$ cat src/rtl/serial_subtractor_ctrl_if.sv
// Handshake bundle for the bit-serial subtractor: operation request
// (start_*) and result return (result_*), each with valid/ready flow control.
interface serial_subtractor_ctrl_if #(
    parameter int WIDTH = 8
);
    // Valid/ready rule for both channels: a transfer happens on a rising
    // clk edge where valid and ready are both 1. The producer holds its
    // payload stable while valid is high and ready is low. The consumer's
    // ready never depends combinationally on valid.
    logic             start_valid;
    logic             start_ready;
    logic [WIDTH-1:0] minuend;
    logic [WIDTH-1:0] subtrahend;
    logic             borrow_in;
    logic             result_valid;
    logic             result_ready;
    logic [WIDTH-1:0] diff;
    logic             borrow_out;
    logic             zero;

    // Requester / result consumer side
    modport master (
        output start_valid, minuend, subtrahend, borrow_in, result_ready,
        input  start_ready, result_valid, diff, borrow_out, zero
    );

    // Subtraction controller side
    modport slave (
        input  start_valid, minuend, subtrahend, borrow_in, result_ready,
        output start_ready, result_valid, diff, borrow_out, zero
    );
endinterface

$ cat src/rtl/serial_subtractor_ctrl.sv
// Bit-serial WIDTH-bit subtractor: one full_subtractor cell is stepped
// LSB-first over the operands, one bit per clock, with a registered borrow.

// Single-bit subtract cell: d = a - b - bin, bout = borrow to the next bit.
module full_subtractor (
    input  logic a,
    input  logic b,
    input  logic bin,
    output logic d,
    output logic bout
);
    assign d    = a ^ b ^ bin;
    assign bout = (~a & b) | (~(a ^ b) & bin);
endmodule

module serial_subtractor_ctrl #(
    parameter int WIDTH = 8
) (
    input  logic                     clk,
    input  logic                     rst_n,
    serial_subtractor_ctrl_if.slave  bus,
    output logic [1:0]               dbg_state
);
    localparam int CW = (WIDTH > 1) ? $clog2(WIDTH) : 1;
    localparam logic [CW-1:0] LAST_BIT = CW'(WIDTH - 1);

    typedef enum logic [1:0] {
        S_IDLE = 2'd0,
        S_RUN  = 2'd1,
        S_DONE = 2'd2
    } state_t;

    state_t           state;
    logic [WIDTH-1:0] a_sr;
    logic [WIDTH-1:0] b_sr;
    // Only the upper WIDTH-1 result bits need storage: the final bit is
    // produced on the completion edge and goes straight into diff.
    logic [WIDTH-1:1] r_sr;
    logic             borrow;
    logic [CW-1:0]    cnt;

    logic             start_ready_q;
    logic             result_valid_q;
    logic [WIDTH-1:0] diff_q;
    logic             borrow_out_q;
    logic             zero_q;

    logic             fs_d;
    logic             fs_bout;
    logic [WIDTH-1:0] r_next;

    full_subtractor u_fs (
        .a    (a_sr[0]),
        .b    (b_sr[0]),
        .bin  (borrow),
        .d    (fs_d),
        .bout (fs_bout)
    );

    // Result word as it stands after the current bit is shifted in at the MSB
    assign r_next = {fs_d, r_sr};

    // Control FSM plus datapath registers; all outputs are registered
    always_ff @(posedge clk or negedge rst_n) begin
        if (!rst_n) begin
            state          <= S_IDLE;
            a_sr           <= '0;
            b_sr           <= '0;
            r_sr           <= '0;
            borrow         <= 1'b0;
            cnt            <= '0;
            start_ready_q  <= 1'b1;
            result_valid_q <= 1'b0;
            diff_q         <= '0;
            borrow_out_q   <= 1'b0;
            zero_q         <= 1'b0;
        end else begin
            case (state)
                S_IDLE: begin
                    if (bus.start_valid) begin
                        a_sr          <= bus.minuend;
                        b_sr          <= bus.subtrahend;
                        borrow        <= bus.borrow_in;
                        cnt           <= '0;
                        start_ready_q <= 1'b0;
                        state         <= S_RUN;
                    end
                end
                S_RUN: begin
                    r_sr   <= r_next[WIDTH-1:1];
                    borrow <= fs_bout;
                    a_sr   <= a_sr >> 1;
                    b_sr   <= b_sr >> 1;
                    cnt    <= cnt + CW'(1);
                    if (cnt == LAST_BIT) begin
                        diff_q         <= r_next;
                        borrow_out_q   <= fs_bout;
                        zero_q         <= (r_next == '0);
                        result_valid_q <= 1'b1;
                        state          <= S_DONE;
                    end
                end
                S_DONE: begin
                    if (bus.result_ready) begin
                        result_valid_q <= 1'b0;
                        start_ready_q  <= 1'b1;
                        state          <= S_IDLE;
                    end
                end
                default: begin
                    result_valid_q <= 1'b0;
                    start_ready_q  <= 1'b1;
                    state          <= S_IDLE;
                end
            endcase
        end
    end

    assign bus.start_ready  = start_ready_q;
    assign bus.result_valid = result_valid_q;
    assign bus.diff         = diff_q;
    assign bus.borrow_out   = borrow_out_q;
    assign bus.zero         = zero_q;
    assign dbg_state        = state;
endmodule

$ cat src/flat_wrapper.sv
// flat-port wrapper written by rule: the top's interface ports become plain ports
module serial_subtractor_ctrl_flat 
#(
    parameter int WIDTH = 8
)
  (clk, rst_n, dbg_state, bus_start_valid, bus_minuend, bus_subtrahend, bus_borrow_in, bus_result_ready, bus_start_ready, bus_result_valid, bus_diff, bus_borrow_out, bus_zero);
  serial_subtractor_ctrl_if #(.WIDTH(WIDTH)) bus_i ();
  input  logic clk;
  input  logic rst_n;
  output logic [1:0] dbg_state;
  input wire logic [$bits(bus_i.start_valid)-1:0] bus_start_valid;
  input wire logic [$bits(bus_i.minuend)-1:0] bus_minuend;
  input wire logic [$bits(bus_i.subtrahend)-1:0] bus_subtrahend;
  input wire logic [$bits(bus_i.borrow_in)-1:0] bus_borrow_in;
  input wire logic [$bits(bus_i.result_ready)-1:0] bus_result_ready;
  output wire logic [$bits(bus_i.start_ready)-1:0] bus_start_ready;
  output wire logic [$bits(bus_i.result_valid)-1:0] bus_result_valid;
  output wire logic [$bits(bus_i.diff)-1:0] bus_diff;
  output wire logic [$bits(bus_i.borrow_out)-1:0] bus_borrow_out;
  output wire logic [$bits(bus_i.zero)-1:0] bus_zero;
  assign bus_i.start_valid = bus_start_valid;
  assign bus_i.minuend = bus_minuend;
  assign bus_i.subtrahend = bus_subtrahend;
  assign bus_i.borrow_in = bus_borrow_in;
  assign bus_i.result_ready = bus_result_ready;
  assign bus_start_ready = bus_i.start_ready;
  assign bus_result_valid = bus_i.result_valid;
  assign bus_diff = bus_i.diff;
  assign bus_borrow_out = bus_i.borrow_out;
  assign bus_zero = bus_i.zero;
  serial_subtractor_ctrl #(.WIDTH(WIDTH)) u_core (.clk(clk), .rst_n(rst_n), .bus(bus_i), .dbg_state(dbg_state));
endmodule
$ cat config.mk
export PLATFORM = sky130hd
export DESIGN_NAME = serial_subtractor_ctrl_flat
export DESIGN_NICKNAME = d
export VERILOG_FILES = /design/src/rtl/serial_subtractor_ctrl_if.sv /design/src/rtl/serial_subtractor_ctrl.sv /design/src/flat_wrapper.sv
export SDC_FILE = /design/constraint.sdc
export NUM_CORES = 1
export LEC_CHECK = 0
export ABC_AREA = 1
export ABC_CLOCK_PERIOD_IN_PS = 1900
export BUFFER_PORTS_ARGS = -buffer_cell sky130_fd_sc_hd__clkbuf_2
export CAP_MARGIN = 30
export CORE_AREA = 10 10 79 81
export CTS_CLUSTER_DIAMETER = 30
export CTS_CLUSTER_SIZE = 25
export DETAILED_ROUTE_END_ITERATION = 8
export DIE_AREA = 0 0 89 91
export PLACE_DENSITY = 0.65
export SLEW_MARGIN = 25
export SYNTH_ARGS = -nofsm -noshare
export SYNTH_HDL_FRONTEND = slang
export SYNTH_SLANG_ARGS = --single-unit
$ cat constraint.sdc
create_clock -name clk -period 1.9 [get_ports clk]
set_input_delay 0.57 -clock clk [delete_from_list [all_inputs] [get_ports clk]]
set_output_delay 0.57 -clock clk [all_outputs]
set_load 0.05 [all_outputs]
After elaboration in Yosys (flattened, before gate mapping)
Index checks and enable logic that the tools add are counted.
- output and inout port bits: 14
- flip-flop bits (word level): 41
- $add $sub $neg: 1
- multiplexer cells: 18
- reductions and logical operators: 8
- bitwise operators: 9
- equal/unequal tests: 6
- operators with widths (cell ; number):
    one-hot mux 8 bit (2 select lines) ; 2
    2-to-1 mux 8 bit ; 2
    AND reduction 3 bit ; 3
    zero test 8 bit ; 1
    2-to-1 mux 2 bit ; 3
    one-hot mux 1 bit (3 select lines) ; 2
    one-hot mux 2 bit (3 select lines) ; 1
    one-hot mux 3 bit (2 select lines) ; 1
    2-to-1 mux 1 bit ; 5
    != test 2 bit (second input constant) ; 2
    inverter 1 bit ; 4
    AND reduction 2 bit ; 2
    adder 3 x 1 -> 3 bit (second input constant) ; 1
    == test 3 bit (second input constant) ; 1
    2-to-1 mux 3 bit ; 1
    AND 1 bit ; 2
    == test 2 x 1 -> 1 bit (second input constant) ; 1
    == test 2 bit (second input constant) ; 1
    zero test 2 bit ; 1
    != test 2 x 1 -> 1 bit (second input constant) ; 1
    one-hot mux 1 bit (2 select lines) ; 1
    nonzero test 2 bit ; 1
    XOR 1 bit ; 2
    bitwise OR 1 bit ; 1

Depth between registers and ports, before layout
- depth in word-level cells: 5
- gate-level depth with buffers: 7
- depth with buffers taken out: 7

Modules after synthesis
From an unflattened synthesis, not the netlist that was laid out.
- cell total of the unflattened synthesis: 232
- area, all modules: 1939.4 um^2
- modules (own cells, without submodules) (module ; cells an instance ; instances ; area an instance (um^2) ; sequential area each (um^2)):
    serial_subtractor_ctrl ; 228 ; 1 ; 1908.1 ; 1027.2
    full_subtractor ; 4 ; 1 ; 31.3 ; 0.0

Least setup slack after synthesis
No wires, ideal clock.
- path kind: flip-flop to flip-flop
- start point: register u_core.state[0], in the netlist u_core.dbg_state[0]
- end point: register u_core.zero_q, in the netlist u_core.bus.zero
- path slack: 0.467 ns
- cell stages (with the launch flop): 7
- buffers on the path: 1
- data required time: 1.782 ns
- arrival: 1.315 ns
- cell sequence: dfrtp_1 > inv_2 > nor2_2 > nand2_2 > buf_4 > nand2_1 > nand2_1
- word-level cells in the longest chain between the ends: 2
- RTL lines (element ; RTL line ; text):
    start, declared ; serial_subtractor_ctrl.sv:33 ; state_t state;
    start signal, assigned ; serial_subtractor_ctrl.sv:66 ; state <= S_IDLE;
    start signal, assigned ; serial_subtractor_ctrl.sv:86 ; state <= S_RUN;
    start signal, assigned ; serial_subtractor_ctrl.sv:100 ; state <= S_DONE;
    == test 2 x 1 -> 1 bit ; serial_subtractor_ctrl.sv:78 ; case (state)
    AND reduction 2 bit (no line) ; n/a ;
    end signal, assigned ; serial_subtractor_ctrl.sv:98 ; zero_q <= (r_next == '0);
    end, declared ; serial_subtractor_ctrl.sv:46 ; logic zero_q;
Every way passes these cells.
A chain may end at the register's enable or synchronous reset.

Worst setup path in the final report
- start point: register u_core.start_ready_q, in the netlist u_core.bus.start_ready
- end point: output bus_start_ready
- RTL lines (element ; RTL line ; text):
    start, declared ; serial_subtractor_ctrl.sv:42 ; logic start_ready_q;
    start signal, assigned ; serial_subtractor_ctrl.sv:72 ; start_ready_q <= 1'b1;
    start signal, assigned ; serial_subtractor_ctrl.sv:85 ; start_ready_q <= 1'b0;
    start signal, assigned ; serial_subtractor_ctrl.sv:106 ; start_ready_q <= 1'b1;
    end, declared ; flat_wrapper.sv:16 ; output wire logic [$bits(bus_i.start_ready)-1:0] bus_start_ready;
No word-level cell between the ends.

==> implementation parameters <==
Parameter                              Value

Die
  Core area    between 4000 and 5000 um^2
  Total Die Area    between 8000 and 9000 um^2
  Row count    25
  Chip height    about 91 um
  Horizontal die dimension    around 90 um
  Initial core utilization    between 30 and 40%
  Number of top-level pins    35

Route
  First-pass iteration count of the detailed router    4
  Total number of vias    approximately 1400
  WL per Instance    about 14 um
  Vias per cell    around 4.9
  DR DRC count    0
  Overall routed net length    approximately 4000 um
  Number of DRC markers in iteration 0    ~80
  Antenna Nets Post-Route    0

Synthesis
  Mean instance size in the synthesized netlist    8.96 um^2
  Part of the Yosys area used for sequential elements    a little under three fifths
  Mapped Area    1820 um^2
  Count of distinct cell types in the synthesized netlist    20
  Number of warnings printed during yosys synthesis    0
  Synthesized net count    227
  Number of synthesized register bits    41
  Number of instances in the synthesized netlist    between 200 and 250

Place
  Routability Congestion    just under 0.8
  Number of port buffers    34
  Detailed Place HPWL    ~3000 um

Timing
  Post-layout min period    between 1.5 and 2 ns
  Final Slew Violations    0
  Transition at the pin with the smallest max-transition slack    around 0.45 ns
  RSZ-0062 raised after global routing    false
  # setup viols final    0
  Setup TNS Final    0 ns
  Period utilisation layout    between 80% and 90%
  Final count of hold timing violations    0
  Final-layout worst hold slack    0.208 ns
  Relative max-transition margin    a little over two thirds
  Final Skew    approximately 0.0032 ns
  Fmax    approximately 0.6 GHz

Final layout
  Fraction of final layout cells sized beyond drive strength 1    between 20 and 30%
  Storage element area    1030 um^2
  Count of filler cells inserted in the layout    between 400 and 500
  Multi-input combinational cell area    ~680 um^2
  ANT cells    0
  Net count of the finished layout    around 260
  Area growth from synthesis to layout    16.9%

Global route
  Via count of the first global-routing pass    around 1400
  Met1 GRT Util    approximately 14%
  Gr usage total    10.7%
  Grt met3 use    ~5.0%
  Antenna violations before repair    0
  Residual overflow from global routing    0
  Grt met2 use    between 15 and 20%
  First-pass GRT wire length    roughly 6900 um
  Global-route layer with the greatest usage    met2
  Pin count of the biggest net entering global routing    26

Pwr
  Worst vdd rail ir drop    0.000722 V
  Power density over the cells    ~1700 nW/um^2
  Leak    about 1.1 nW
  Power consumption    3.69 mW

CTS
  Clock buffers created by TritonCTS    5
  Clock tree from TritonCTS    built
  Count of H-tree levels built during CTS    2
  Clk sinks    41
  Total of hold buffers inserted after clock tree synthesis    0
  Post-CTS setup buffer count    0
  Library cell used as clock root buffer    clkbuf_8
  Clk_lat worst skew    0.29 ns
  Number of gates given a new drive strength after cts    0
  CTS clock-pin slew for the worst setup and hold paths    approximately 0.080 ns
  Maximum clock insertion buffer count    2

Worst setup path
  Capturing instance or port of the critical path    bus_start_ready
  Worst path depth    1
  Longest individual stage delay on the worst path    between 0.5 and 0.6 ns
  CP Buf/Inv Count    1
  Library cell contributing the largest single delay on the critical path    dfstp_2
  Type of origin of the critical path    flop
  Critical path data arrival time    roughly 1.1 ns
  Crit path max-delay family    flip-flops
  Setup slack of the most critical reg-to-reg path    between 0.4 and 0.5 ns
  Crit path kind    flop to primary output
  Worst reg2reg path endpoint    u_core.bus.borrow_out
  Startpoint of the worst setup timing path    u_core.bus.start_ready
  Depth of the most critical reg-to-reg path    5
  List of cells traversed by the critical path    clkbuf_2
  Biggest fanout along the worst timing path    2
  Critical R2R Launch    u_core.dbg_state[0]
  Category of the worst setup path capture point    primary output
  Data required time at the worst endpoint    ~1.3 ns

Hold path
  Class of the most critical hold timing path    input pin to asynchronous set/reset pin

Flow run
  Count of maximum capacitance violations    0

Outcome
  Result of the run    finished, final reports clean
## worst min path at each step
stage                                         end  slack (ns)  cells past startpoint
after floorplan                    u_core.a_sr[0]        0.27                      0
after global placement    u_core.bus.result_valid        0.46                      2
after detailed placement   u_core.bus.start_ready        0.46                      2
after CTS                          u_core.r_sr[1]        0.22                      1
after global routing           u_core.bus.diff[5]        0.22                      1
final                              u_core.r_sr[1]        0.21                      1
## stage by stage
step	area (um^2)	setup slack, ns	util (%)	std cells
finish	2130	0.230	45.6	293
global route	2130	0.173	45.6	293
CTS	2130	0.218	45.6	293
detailed placement	2040	0.378	43.8	285
global placement	2040	0.421	43.8	285
floorplan	1820	0.467	-	203
## kinds of logic (layout without fill, tap and decap cells)
logic type | count (synthesis) | after routing | share of synthesized area [%]
AOI/OAI and AO/OA | 18 | 18 | 6.40
buffers and inverters | 24 | 60 | 6.12
DFF | 41 | 41 | 56.5
and+or+nand+nor | 117 | 117 | 28.5
adders and majority gates | 3 | 3 | 2.48
## placed cells by master, fill, tap and decap left out
cell type	instances
dfstp_2	1
clkinv_2	2
a21oi_1	2
nand2_1	61
buf_12	1
ha_1	2
o21ai_2	7
dfrtp_1	40
nor2_2	2
clkbuf_2	34
o21ai_0	9
clkbuf_1	1
nand2_2	2
buf_4	4
inv_1	11
nor2_1	7
nand4_1	10
inv_2	2
nor3_1	1
clkbuf_8	5
fa_1	1
nand3_1	34
## Yosys cell counts
library cell / n / area [um^2]
o21ai_0: 9 / 45.0
buf_6: 1 / 11.3
nand2_1: 61 / 229
o21ai_2: 7 / 61.3
nor2_2: 2 / 12.5
buf_4: 2 / 15.0
nor3_1: 1 / 5.00
nor2_1: 7 / 26.3
nand4_1: 10 / 62.6
dfrtp_1: 40 / 1000
inv_2: 2 / 7.51
nand3_1: 34 / 170
dfstp_2: 1 / 26.3
inv_1: 11 / 41.3
nand2_2: 2 / 12.5
a21oi_1: 2 / 10.0
fa_1: 1 / 20.0
buf_2: 5 / 25.0
ha_1: 2 / 25.0
clkbuf_1: 3 / 11.3
## state kept, by name, summed over array words and instances, names as in the netlist
register and flops:
u_core.bus.borrow_out 1, u_core.bus.zero 1, u_core.bus.result_valid 1, u_core.cnt 3, u_core.b_sr 8, u_core.dbg_state 2
u_core.borrow 1, u_core.a_sr 8, u_core.bus.start_ready 1, u_core.bus.diff 8, u_core.r_sr 7
## final cells by class
class,count,area share [%]
clock inverter,2,0.471
timing repair buffer,39,10.4
tap,54,3.18
inverter,13,2.30
clock buffer,6,3.41
multi-input combinational,138,32.0
sequential,41,48.3
## routing by layer
layer  vias up  routed length, um
met5         -                  0
met4         0                 42
met3         6                301
met2        43               1870
met1       659               1810
li1        737                  -
## power by group
| part | internal, mW | switching [mW] | total, mW |
|---|---|---|---|
| combinational | 0.487 | 1.18 | 1.67 |
| sequential | 1.25 | 0.227 | 1.47 |
| clock | 0.254 | 0.290 | 0.545 |
(Power assumes the default switching activity.)
